**config.mk**
```make
export PLATFORM = sky130hd
export DESIGN_NAME = y86_alu_pipe
export DESIGN_NICKNAME = d
export VERILOG_FILES = /design/src/rtl/y86_alu_pkg.sv /design/src/rtl/y86_alu_core.sv /design/src/rtl/y86_alu_pipe.sv
export SDC_FILE = /design/constraint.sdc
export NUM_CORES = 1
export LEC_CHECK = 0
export CORE_ASPECT_RATIO = 0.7
export CORE_MARGIN = 5
export CORE_UTILIZATION = 41
export CTS_CLUSTER_DIAMETER = 40
export CTS_CLUSTER_SIZE = 16
export DETAILED_ROUTE_END_ITERATION = 6
export HOLD_SLACK_MARGIN = 0.12
export PLACE_DENSITY = 0.72
export SYNTH_ARGS = -nofsm -noshare
export SYNTH_HDL_FRONTEND = slang
export SYNTH_SLANG_ARGS = --single-unit
```
**constraint.sdc**
```tcl
create_clock -name clk -period 7.9 [get_ports clk]
set_input_delay 0.79 -clock clk [delete_from_list [all_inputs] [get_ports clk]]
set_output_delay 0.79 -clock clk [all_outputs]
set_load 0.05 [all_outputs]
```
**src/rtl/y86_alu_pkg.sv**
```systemverilog
// y86_alu_pkg: shared ALU function codes and condition-code layout for the Y86 execute pipe
package y86_alu_pkg;
  localparam logic [1:0] ALU_ADD = 2'd0;
  localparam logic [1:0] ALU_SUB = 2'd1;
  localparam logic [1:0] ALU_AND = 2'd2;
  localparam logic [1:0] ALU_XOR = 2'd3;
  localparam int CC_ZF = 2;
  localparam int CC_SF = 1;
  localparam int CC_OF = 0;
  localparam logic [2:0] CC_RESET_DEF = 3'b100;
endpackage

```
**src/rtl/y86_alu_core.sv**
```systemverilog
// y86_alu_core: combinational Y86 OPq function unit producing valE and its ZF/SF/OF
module y86_alu_core import y86_alu_pkg::*; #(
  parameter int WIDTH = 64
) (
  input  logic [1:0]       alu_fun,
  input  logic [WIDTH-1:0] a,
  input  logic [WIDTH-1:0] b,
  output logic [WIDTH-1:0] r,
  output logic             zf,
  output logic             sf,
  output logic             of
);
  logic sa, sb, sr;
  always_comb begin
    r = alu_fun == ALU_ADD ? b + a :
        alu_fun == ALU_SUB ? b - a :
        alu_fun == ALU_AND ? b & a : b ^ a;
    sa = a[WIDTH-1];
    sb = b[WIDTH-1];
    sr = r[WIDTH-1];
    zf = r == '0;
    sf = sr;
    // subq computes rB - rA, so overflow is judged against the sign of b
    of = alu_fun == ALU_ADD ? (sa == sb) && (sr != sa) :
         alu_fun == ALU_SUB ? (sa != sb) && (sr != sb) : 1'b0;
  end
endmodule

```
**src/rtl/y86_alu_pipe.sv**
```systemverilog
// y86_alu_pipe: two-stage valid/ready Y86 execute ALU with condition codes loaded on retirement
module y86_alu_pipe import y86_alu_pkg::*; #(
  parameter int         WIDTH    = 64,
  parameter logic [2:0] CC_RESET = CC_RESET_DEF
) (
  input  logic             clk,
  input  logic             rst,
  input  logic             flush,
  input  logic             in_valid,
  output logic             in_ready,
  input  logic [1:0]       alu_fun,
  input  logic [WIDTH-1:0] a,
  input  logic [WIDTH-1:0] b,
  input  logic             set_cc,
  output logic             out_valid,
  input  logic             out_ready,
  output logic [WIDTH-1:0] result,
  output logic             cc_zf,
  output logic             cc_sf,
  output logic             cc_of
);
  logic             s1_valid, s1_set_cc, s2_valid, s2_set_cc;
  logic [1:0]       s1_fun;
  logic [WIDTH-1:0] s1_a, s1_b, s2_r, r;
  logic [2:0]       s2_flags, cc;
  logic             zf, sf, of, s2_load, accept, retire;
  assign s2_load   = !s2_valid || out_ready;
  assign in_ready  = !flush && (!s1_valid || s2_load);
  assign accept    = in_valid && in_ready;
  // a killed pipe leaves CC untouched even if the head op would have transferred
  assign retire    = s2_valid && out_ready && s2_set_cc && !flush;
  assign out_valid = s2_valid;
  assign result    = s2_r;
  assign cc_zf     = cc[CC_ZF];
  assign cc_sf     = cc[CC_SF];
  assign cc_of     = cc[CC_OF];
  y86_alu_core #(.WIDTH(WIDTH)) core (
    .alu_fun(s1_fun),
    .a(s1_a),
    .b(s1_b),
    .r(r),
    .zf(zf),
    .sf(sf),
    .of(of)
  );
  always_ff @(posedge clk) begin
    if (rst || flush) begin
      s1_valid <= 1'b0;
      s2_valid <= 1'b0;
    end else begin
      s1_valid <= accept ? 1'b1 : s2_load ? 1'b0 : s1_valid;
      if (s2_load) s2_valid <= s1_valid;
    end
  end
  always_ff @(posedge clk) begin
    if (accept) begin
      s1_fun    <= alu_fun;
      s1_a      <= a;
      s1_b      <= b;
      s1_set_cc <= set_cc;
    end
  end
  always_ff @(posedge clk) begin
    if (rst) begin
      s2_r      <= '0;
      s2_flags  <= '0;
      s2_set_cc <= 1'b0;
      cc        <= CC_RESET;
    end else begin
      if (s2_load && s1_valid) begin
        s2_r            <= r;
        s2_flags[CC_ZF] <= zf;
        s2_flags[CC_SF] <= sf;
        s2_flags[CC_OF] <= of;
        s2_set_cc       <= s1_set_cc;
      end
      if (retire) cc <= s2_flags;
    end
  end
endmodule

```
Word level (Yosys, flattened, before mapping)
Cells that the tools add are included.
{ "classes": {"n_addsub": 2, "n_eq_ne": 6, "mux": 7, "bitwise": 2, "reduce_logical": 17} }
{ "op_table": {"columns": ["operator", "count"], "rows": [
  ["64-bit two-way mux", 3],
  ["64-bit adder", 1],
  ["64-bit bitwise AND", 1],
  ["64-bit zero test", 1],
  ["64-bit subtractor", 1],
  ["64-bit XOR", 1],
  ["1-bit logical AND", 8],
  ["1-bit two-way mux", 4],
  ["1-bit zero test", 3],
  ["1-bit logical OR", 3],
  ["1-bit != test", 3],
  ["2-bit by 1-bit == test with 1-bit output (second input constant)", 1],
  ["2-bit == test (second input constant)", 1],
  ["2-bit zero test", 1],
  ["2-bit nonzero test", 1],
  ["1-bit == test", 1]
]} }
{ "word_totals": {"ff_bits": 204, "inputBits": 136} }

Logic depth before layout (Yosys ltp)
{ "logic_depth": {"depth_word": 8, "depth_mapped": 17, "ltp_nobuf": 16} }

By module
A second synthesis with hierarchy kept.
{ "unflattened": {"hier_cells": 2077, "hier_area_um2": 17345.4} }
{ "by_module_without_submodules": {"columns": ["module", "instances", "cells_per_inst", "area_per_inst_um2", "seq_area_each_um2"], "rows": [
  ["y86_alu_core", 1, 1630, 10181.0, 0.0],
  ["y86_alu_pipe", 1, 447, 7164.4, 5395.2]
]} }

Least setup slack after synthesis
Ideal clock, no wire load.
{ "synth_path": {"path_type": "in2reg", "start": "input out_ready", "end": "register s1_a[0], enable pin", "setup_time_ns": 0.505, "t_arrival_ns": 4.811, "required_time_ns": 7.395, "path_slack_ns": 2.584, "path_stages": 3, "path_buffers": 0, "cell_sequence": "nor2b_1 -> a21oi_1 -> and2_1"} }
{ "synth_between": {"elab_chain_len": 4} }
{ "synth_rtl": {"columns": ["element", "line_no", "text"], "rows": [
  ["start: declaration", "y86_alu_pipe.sv:16", "input logic out_ready,"],
  ["1-bit logical OR", "y86_alu_pipe.sv:27", "assign s2_load = !s2_valid || out_ready;"],
  ["1-bit logical OR", "y86_alu_pipe.sv:28", "assign in_ready = !flush && (!s1_valid || s2_load);"],
  ["1-bit logical AND", "y86_alu_pipe.sv:28", null],
  ["net in_ready", "y86_alu_pipe.sv:10", "output logic in_ready,"],
  ["1-bit logical AND", "y86_alu_pipe.sv:29", "assign accept = in_valid && in_ready;"],
  ["net accept", "y86_alu_pipe.sv:26", "logic zf, sf, of, s2_load, accept, retire;"],
  ["end signal: assignment", "y86_alu_pipe.sv:58", "s1_a <= a;"],
  ["end: declaration", "y86_alu_pipe.sv:24", "logic [WIDTH-1:0] s1_a, s1_b, s2_r, r;"]
]} }
The timed path passes the listed nets, and every way through them passes these cells.
A chain may end at the register's enable or synchronous reset.

Final worst setup path
{ "layout_path": {"start": "register s1_b[19]", "end": "register s2_flags[2]"} }
{ "layout_between": {"elab_chain_len": 5} }
{ "layout_rtl": {"columns": ["element", "line_no", "text"], "rows": [
  ["start: declaration", "y86_alu_pipe.sv:24", null],
  ["start signal: assignment", "y86_alu_pipe.sv:59", "s1_b <= b;"],
  ["parallel branches: the longest is 3 deep, another holds 64-bit subtractor", null, null],
  ["64-bit two-way mux *", "y86_alu_core.sv:15", "r = alu_fun == ALU_ADD ? b + a :"],
  ["64-bit zero test *", "y86_alu_core.sv:21", "zf = r == '0;"],
  ["end signal: indexed assignment", "y86_alu_pipe.sv:72", "s2_flags[CC_ZF] <= zf;"],
  ["end: declaration", "y86_alu_pipe.sv:25", "logic [2:0] s2_flags, cc;"]
]} }
Every way passes the cells marked *.

==> reports/metrics.cfg <==
[worst_setup_path]
cp.arrival_ns = 5.96
crit_path_end_kind = register
required_ns = 8.43
cp-start-kind = register
slowest_stage = nor4_1
critPathTopFamily = simple AND/OR/NAND/NOR gates
critPathBufInv = 0
critPathMaxFanout = 14
worstPathCellList = ha_1 > nor4_1 > nand2_1 > a31oi_1 > a211oi_1 > a211o_1 > a21oi_1 > a2111oi_0 > mux2_1 > o21ai_0 > or3b_2 > nor4_1 > nand4_1 > nand2_1
crit_path_max_incr_delay_ns = 0.65
worstSetupPathType = reg -> reg

[drt]
first_iter_violations = 2585
dr.pass1.iters = 6
num_vias = 17967
routedWlPerCell_um = 25.1
wl_um = 70500
viasPerCell = 6.40
detail-route-antenna-nets = 0
drc = 0

[cts]
cts_resized = 0
clock_path_buffers = 3
cts-root-buf = clkbuf_16
cts_tree = yes
htreeDepth = 1
post_cts_buffers = 0
cts_hold_buf = 0
clk_latency_ns = 0.60
cts.clk_slew.worst_paths_ns = 0.06
cts_buffers = 29
cts.sinks = 203

[global_routing]
antenna_found_initial = 0
grt-ovfl-total = 0
grt_first_pass_wirelength_um = 105000
grtUsageTotal_pct = 29.1
grt_max_degree = 98
grt_pass1_vias = 16742

[die]
floorplan.initialDensity_pct = 41.5
row_count = 62
die_x_um = 254
die_h_um = 181
core_region_area_um2 = 41000
fp.dieArea_um2 = 45800
io_pins = 205

[timing]
min_period_ns = 5.44
setup_viol = 0
whs_ns = 0.461
tns_ns = 0
max_freq_mhz = 184
final_max_slew_viol_count = 0
relSlewSlack_pct = 13.0
rsz0062_at_grt = no
finalHoldViolCount = 0
worst_pin_slew_ns = 1.29
clock_skew_ns = 0.0311
finalCritPeriodShare_pct = 68.8

[yosys]
synth_top_family_by_area = compound AO/OA/AOI/OAI gates
syn_nets = 2379
synth_area_leaders = edfxtp_1 (23%), ha_1 (9.4%), dfxtp_1 (8.5%)
netlist.area_leader.share_pct = 23.1
synth-xor-area-share_pct = 2.11
ys_seq_area_share_pct = 31.5
synth-simple-area-share_pct = 20.2
yosys.area_share.adder_pct = 9.63
synthArstFlopShare_pct = 0
synth_edf_count = 131
yosys.area.top_type = edfxtp_1
ys_seq_elements = 203
syn_avg_cell_area_um2 = 8.06
netlist_instances = 2113
synth_area_um2 = 17000
synth_compound_area_share_pct = 28.5
synth_ff_type = edfxtp_1
ys_types = 107
yosysWarnings = 0
synth_mux_area_share_pct = 1.81

[layout]
n_fill_cell = 3970
nets = 2505
n_antenna_cell = 0
fin_area_um2 = 20400
mostFrequentLayoutCell = a21oi_1
area_growth_pct = 19.7
layout-drive-gt1-share_pct = 5.79
mostFrequentLayoutCells = a21oi_1 (231), nor2_1 (223), clkdlybuf4s50_1 (203), nand2_1 (187), inv_1 (141)

[flow_run]
max_cap_viol_count = 0

[power_and_ir_drop]
p_total_mw = 4.03
peakVddDrop_v = 0.000179
power.density_nw_per_um2 = 198
power.leakage_nw = 7.62

[place]
dpl.hpwl_um = 54600
port_buffers = 204
post_dp_cell_area_um2 = 19400
gp_congestion = 1.01

[outcome]
status = complete, no violations

[worst_hold_path]
hp-class = reg -> reg

## registers in the layout (all words and copies together) (netlist names)
signal,count
s1_b,64
s1_a,64
s2_flags,3
s2_set_cc,1
result,63
s1_set_cc,1
s1_fun,2
out_valid,1
cc,3
s1_valid,1
## worst paths after layout
kind	start	endpoint	slack, ns	cells after the start
setup / recovery	s1_b[19]$_DFFE_PP_	s2_flags[2]$_SDFFE_PP0P_	2.46	14
hold / removal	result[2]$_SDFFE_PP0P_	result[2]$_SDFFE_PP0P_	0.46	2
setup reg to reg	s1_b[19]$_DFFE_PP_	s2_flags[2]$_SDFFE_PP0P_	2.46	14
hold reg to reg	result[2]$_SDFFE_PP0P_	result[2]$_SDFFE_PP0P_	0.46	2
## cells by family after synthesis
kind of cell | Yosys count
xor gates and xnor gates | 41
adders and majority gates | 130
muxes | 29
DFF | 203
AOI/OAI and AO/OA | 723
buffers and inverters | 269
and+or+nand+nor | 718
## stage by stage
step           cells  utilization (%)  worst slack [ns]
3_5_place_dp    2752             47.3              2.80
4_1_cts         2806             49.7              2.77
5_1_grt         2806             49.7              2.39
3_3_place_gp    2752             47.3              2.78
6_report        2806             49.7              2.46
2_1_floorplan   2113                -              2.58
## metal layers
metal / up-vias / GRT usage [%] / wire length, µm
li1: 8101 / - / -
met1: 8661 / 45.1 / 32000
met2: 1109 / 38.9 / 27400
met3: 96 / 10.0 / 9640
met4: 0 / 5.67 / 1480
met5: - / 0 / 0
## synth_stat cells, types with 13 or more instances
master and instances:
dfxtp_1 72, or3_1 13, mux2i_1 23, nand4_1 37, inv_1 141, a221oi_1 16, a211oi_1 45, o21bai_1 18
o21a_1 13, nand3_1 50, nand2_1 187, nor4_1 38, nor2_1 224, a31oi_1 22, clkbuf_1 87, nor3_1 46
edfxtp_1 131, xnor2_1 39, nand2b_1 23, a21o_1 24, o31ai_1 30, and2_1 16, o21ai_0 118, o211ai_1 28
buf_1 15, buf_2 22, ha_1 128, a21oi_1 231, nor2b_1 30
## area by class of cell
cell class | count | area [µm²] | area share (%)
multi-input cells | 1641 | 10600 | 52.1
flip-flops and latches | 203 | 5380 | 26.4
repair buffers | 222 | 2180 | 10.7
clock buffers | 33 | 772 | 3.79
well taps | 544 | 681 | 3.34
inverters | 142 | 533 | 2.61
clock inverters | 21 | 219 | 1.07
## worst reg2reg max path, delay by kind of cell, from the launching register on
family	cells	cell delay (ns)
simple gates	6	2.12
flops	1	0.40
mux	1	0.36
compound gates	6	1.98
fa+ha+maj	1	0.51
## power breakdown
part / leakage, nW / internal (mW) / switching, mW
clock: 0.481 / 0.760 / 0.562
combinational: 5.33 / 0.479 / 0.987
sequential: 1.82 / 1.20 / 0.0415
total: 7.62 / 2.44 / 1.59
Power figures use the tool's default switching activity.
